===== config.mk =====
export PLATFORM = sky130hd
export DESIGN_NAME = booth_seq_mult
export DESIGN_NICKNAME = d
export VERILOG_FILES = /design/src/rtl/booth_pkg.sv /design/src/rtl/booth_pp_sel.sv /design/src/rtl/booth_seq_mult.sv
export SDC_FILE = /design/constraint.sdc
export NUM_CORES = 1
export LEC_CHECK = 0
export ABC_AREA = 0
export CAP_MARGIN = 20
export CORE_MARGIN = 2
export CORE_UTILIZATION = 45
export CTS_CLUSTER_DIAMETER = 80
export CTS_CLUSTER_SIZE = 12
export DETAILED_ROUTE_END_ITERATION = 6
export PLACE_DENSITY = 0.68
export SYNTH_ARGS = -nofsm -noshare
export SYNTH_HDL_FRONTEND = slang
export SYNTH_HIERARCHICAL = 1
export SYNTH_SLANG_ARGS = --single-unit

===== constraint.sdc =====
create_clock -name clk -period 5.64 [get_ports clk]
set_input_delay 0.564 -clock clk [delete_from_list [all_inputs] [get_ports clk]]
set_output_delay 0.564 -clock clk [all_outputs]
set_load 0.05 [all_outputs]

===== src/rtl/booth_pkg.sv =====
// Shared types and helpers for the sequential radix-4 Booth multiplier.
// Holds the controller state encoding and the Booth digit decode so the
// selector and the controller agree on one definition.
package booth_pkg;

  typedef enum logic [1:0] {
    IDLE,
    RUN,
    DONE
  } state_t;

  typedef enum logic [2:0] {
    ZERO,
    POS1,
    POS2,
    NEG1,
    NEG2
  } digit_t;

  // Map a 3-bit overlapping multiplier group {q[i+1], q[i], q[i-1]} to its digit.
  function automatic digit_t booth_digit(input logic [2:0] group);
    digit_t d;
    case (group)
      3'b001, 3'b010: d = POS1;
      3'b011:         d = POS2;
      3'b100:         d = NEG2;
      3'b101, 3'b110: d = NEG1;
      default:        d = ZERO;
    endcase
    return d;
  endfunction

endpackage


===== src/rtl/booth_pp_sel.sv =====
// Combinational radix-4 Booth partial-product selector.
// Produces d*M sign-extended to WIDTH+2 bits, which is wide enough to hold
// +-2M even for the most negative multiplicand.
module booth_pp_sel
  import booth_pkg::*;
#(
  parameter int WIDTH = 16
) (
  input  logic [2:0]       group,
  input  logic [WIDTH-1:0] m,
  output logic [WIDTH+1:0] pp
);

  logic [WIDTH+1:0] m_ext;
  logic [WIDTH+1:0] m_dbl;

  assign m_ext = {{2{m[WIDTH-1]}}, m};
  assign m_dbl = {m_ext[WIDTH:0], 1'b0};

  // Select the signed multiple of M named by the decoded Booth digit.
  always_comb begin
    pp = '0;
    case (booth_digit(group))
      POS1:    pp = m_ext;
      POS2:    pp = m_dbl;
      NEG1:    pp = -m_ext;
      NEG2:    pp = -m_dbl;
      default: pp = '0;
    endcase
  end

endmodule


===== src/rtl/booth_seq_mult.sv =====
// Sequential radix-4 Booth multiplier: retires two multiplier bits per cycle
// through booth_pp_sel and returns the exact 2*WIDTH-bit signed product.
module booth_seq_mult
  import booth_pkg::*;
#(
  parameter int WIDTH = 16
) (
  input  logic                 clk,
  input  logic                 rst,
  input  logic                 start,
  input  logic [WIDTH-1:0]     multiplicand,
  input  logic [WIDTH-1:0]     multiplier,
  output logic                 ready,
  output logic                 busy,
  output logic                 done,
  output logic [2*WIDTH-1:0]   product
);

  localparam int CW = $clog2(WIDTH / 2);
  localparam logic [CW-1:0] LAST_STEP = CW'(WIDTH / 2 - 1);

  state_t           state;
  logic [CW-1:0]    cnt;
  logic [WIDTH+1:0] acc;
  logic [WIDTH-1:0] q_reg;
  logic             q_m1;
  logic [WIDTH-1:0] m_reg;

  logic [WIDTH+1:0] pp;
  logic [WIDTH+1:0] sum;
  logic [WIDTH+1:0] acc_next;
  logic [WIDTH-1:0] q_next;
  logic             q_m1_next;

  booth_pp_sel #(.WIDTH(WIDTH)) u_pp_sel (
    .group ({q_reg[1:0], q_m1}),
    .m     (m_reg),
    .pp    (pp)
  );

  // One Booth step: add the partial product, then arithmetic-shift {A,Q,q-1} right by two.
  always_comb begin
    sum       = acc + pp;
    acc_next  = {{2{sum[WIDTH+1]}}, sum[WIDTH+1:2]};
    q_next    = {sum[1:0], q_reg[WIDTH-1:2]};
    q_m1_next = q_reg[1];
  end

  // Controller FSM with the datapath registers and registered status outputs.
  always_ff @(posedge clk) begin
    if (rst) begin
      state   <= IDLE;
      cnt     <= '0;
      acc     <= '0;
      q_reg   <= '0;
      q_m1    <= 1'b0;
      m_reg   <= '0;
      product <= '0;
      ready   <= 1'b1;
      busy    <= 1'b0;
      done    <= 1'b0;
    end else begin
      case (state)
        IDLE: begin
          if (start) begin
            state <= RUN;
            acc   <= '0;
            q_reg <= multiplier;
            q_m1  <= 1'b0;
            m_reg <= multiplicand;
            cnt   <= '0;
            ready <= 1'b0;
            busy  <= 1'b1;
          end
        end
        RUN: begin
          acc   <= acc_next;
          q_reg <= q_next;
          q_m1  <= q_m1_next;
          cnt   <= cnt + CW'(1);
          if (cnt == LAST_STEP) begin
            state   <= DONE;
            product <= {acc_next[WIDTH-1:0], q_next};
            busy    <= 1'b0;
            done    <= 1'b1;
          end
        end
        DONE: begin
          state <= IDLE;
          done  <= 1'b0;
          ready <= 1'b1;
        end
        default: begin
          state <= IDLE;
          ready <= 1'b1;
          busy  <= 1'b0;
          done  <= 1'b0;
        end
      endcase
    end
  end

endmodule


==> metrics.yaml <==
outcome: "finished, final reports clean"
io_pins: 70
route.detailed.drc: 0
n_fill_cell: 1081
seq_area_um2: 1780
synth_enable_flop_cells: 0
multiInputGateArea_um2: 3120
clk_path_buf_depth: 2
start_util_pct: 45.6
r2r-end: "product[31]$_SDFFE_PP0P_"
finalSetupTns_ps: 0
syn-num-nets: 742
cp-end-kind: "flip-flop"
async_reset_ff_share_pct: 0
num_vias: 4924
die_h_um: 111
fin_crit_ps: 3980
setup_viol: 0
critPathKind: "reg -> reg"
cts_max_level: 3
syn2layout_area_growth_pct: 19.9
cts_hold_buf: 0
yosys.area_share.simple_pct: 25.4
yosys_warnings: 6
place_congestion: 0.868
rsz0062_at_grt: "no"
syn_area_um2: 5140
rows: 39
first_global_vias: 4800
wl_um: 13900
synth_flop_cell: "dfxtp_1"
dieArea_um2: 12300
power_density_nw_per_um2: 270
first_pass_iters: 5
drtIter0Drc: 299
post_cts_buffers: 0
nets: 781
synth_top_area_share_pct: 34.7
endpoint: "product[31]$_SDFFE_PP0P_"
clock-root-buffer: "clkbuf_16"
total_power_uw: 1660
ys_top_cells_by_area: "dfxtp_1, nand2_1, a21oi_1, nor2_1, ha_1"
cts_resized: 0
grt_max_degree: 88
synth_compound_area_share_pct: 23.6
r2r_slack_ps: 1660
drive_gt1_share_pct: 6.30
synth.avg_cell_area_um2: 7.49
ir_drop_mv: 0.164
cp_max_fo: 9
yosys.area_share.adder_pct: 5.26
clk_latency_ps: 350
synth_cell_types: 71
cp.required_ps: 5900
largest_reg_flops: 32
synth_top_family_by_area: "simple AND/OR/NAND/NOR gates"
slew_violations: 0
synth_seq_area_share_pct: 34.7
antenna_found_initial: 0
crit_start: "m_reg[0]$_SDFFE_PP0P_"
relSlewSlack_pct: 26.4
antenna_cells: 0
dpl.hpwl_um: 9500
cts_tree: "yes"
min_period_over_period_pct: 70.5
portBuffers: 69
vias_per_cell: 5.64
worst_ep_arrival_time_ps: 4230
overflow: 0
detail-route-antenna-nets: 0
coreArea_um2: 11300
track_usage_pct: 23.0
path_clk_slew_ps: 70
leakage_uw: 0.00226
synth.mux.area_fraction_pct: 0.973
grt_pass1_wl_um: 23300
synthXorXnorAreaFrac_pct: 5.28
reg2reg_depth: 14
hold_viol: 0
clock_sinks: 89
wl_per_cell_um: 15.9
synth_cells: 686
yosysTopAreaCell: "dfxtp_1"
fmax_mhz: 252
die_w_um: 111
regMostFlops: "product"
hp-class: "reg -> reg"
startpoint_type: "flip-flop"
synth-seq-cells: 89
fin_skew_ps: 9.95
r2r_start: "m_reg[0]$_SDFFE_PP0P_"
tightest_slew_ps: 1100
tritoncts.num_buffers: 9
maxCapViolations: 0
==> cell usage after synthesis, drive strengths merged, types with 3 or more instances <==
master	n
o21a	7
nand2b	6
a22oi	6
dfxtp	89
nand2	146
or4	6
nand4	7
a311oi	17
or3	5
a211oi	7
a21o	4
nand3	24
a211o	7
o21ai	22
ha	20
xnor2	21
inv	13
a31oi	4
xor2	10
and2	4
nor3	10
clkbuf	32
a21oi	88
nor2	72
mux2i	5
or2	4
buf	15
a221oi	3
==> kinds of logic after synthesis <==
| kind of cell | count (synthesis) |
|---|---|
| simple gates | 293 |
| compound gates | 186 |
| flops | 89 |
| buf+inv | 61 |
| xor+xnor | 31 |
| fa+ha+maj | 21 |
| mux | 5 |
==> power breakdown <==
group | leakage (µW) | internal [µW] | switching, µW
clock | 0.000148 | 359 | 260
combinational | 0.00139 | 140 | 211
sequential | 0.000725 | 656 | 34.4
total | 0.00226 | 1160 | 506
==> worst max-delay path, stage by stage (launching register included) <==
cell,delay (ps)
dfxtp_1,340
inv_1,80
ha_1,210
or4b_1,660
or2_4,360
nor2_4,80
xnor2_1,80
a221o_1,360
ha_1,390
nand2_1,100
nor2_1,200
a41oi_2,240
o21a_2,290
o2111a_1,260
a211oi_1,240
==> routing by layer <==
metal / vias up / share of wire [%] / global-route usage (%) / wire length [µm]
met4: 0 / 1.9 / 7.83 / 259
met5: - / 0 / 0 / 0
met3: 18 / 4.5 / 3.94 / 621
li1: 2492 / - / - / -
met1: 2304 / 47 / 30.7 / 6570
met2: 110 / 46 / 37.7 / 6460
==> stage by stage <==
step | utilization [%] | cell area (µm²) | hold WS, ps | std cells | setup WS [ps]
6_report | 54.7 | 6160 | 457 | 873 | 1660
4_1_cts | 54.7 | 6160 | 458 | 873 | 1700
2_1_floorplan | - | 5140 | 433 | 686 | 2170
3_3_place_gp | 52.0 | 5860 | 445 | 857 | 1870
5_1_grt | 54.7 | 6160 | 479 | 873 | 1330
3_5_place_dp | 52.0 | 5860 | 449 | 857 | 1720
==> how the worst min path moves through the flow <==
| stage | startpoint | end | slack (ps) | cells past startpoint |
|---|---|---|---|---|
| final | product[7]$_SDFFE_PP0P_ | product[7]$_SDFFE_PP0P_ | 460 | 2 |
| after floorplan | m_reg[7]$_SDFFE_PP0P_ | m_reg[7]$_SDFFE_PP0P_ | 430 | 2 |
| after global routing | product[7]$_SDFFE_PP0P_ | product[7]$_SDFFE_PP0P_ | 480 | 2 |
| after detailed placement | product[19]$_SDFFE_PP0P_ | product[19]$_SDFFE_PP0P_ | 450 | 2 |
| after global placement | product[12]$_SDFFE_PP0P_ | product[12]$_SDFFE_PP0P_ | 440 | 2 |
| after CTS | product[7]$_SDFFE_PP0P_ | product[7]$_SDFFE_PP0P_ | 460 | 2 |
==> cell usage in the layout (no fill, tap or decap), drive strengths merged, types with 17 or more instances in the layout <==
cell,Yosys,layout
nor2,72,72
xnor2,21,21
a21oi,88,88
ha,20,20
a311oi,17,17
o21ai,22,22
nand3,24,24
nand2,146,146
clkdlybuf4s50,0,68
dfxtp,89,89
==> area by class of cell <==
cell class	count	area share [%]
clock buffer	11	3.94
clock inverter	5	1.01
tap	143	2.90
inverter	14	0.852
multi-input combinational	536	50.5
sequential	89	28.9
timing repair buffer	75	11.9
Power figures use the tool's default switching activity.
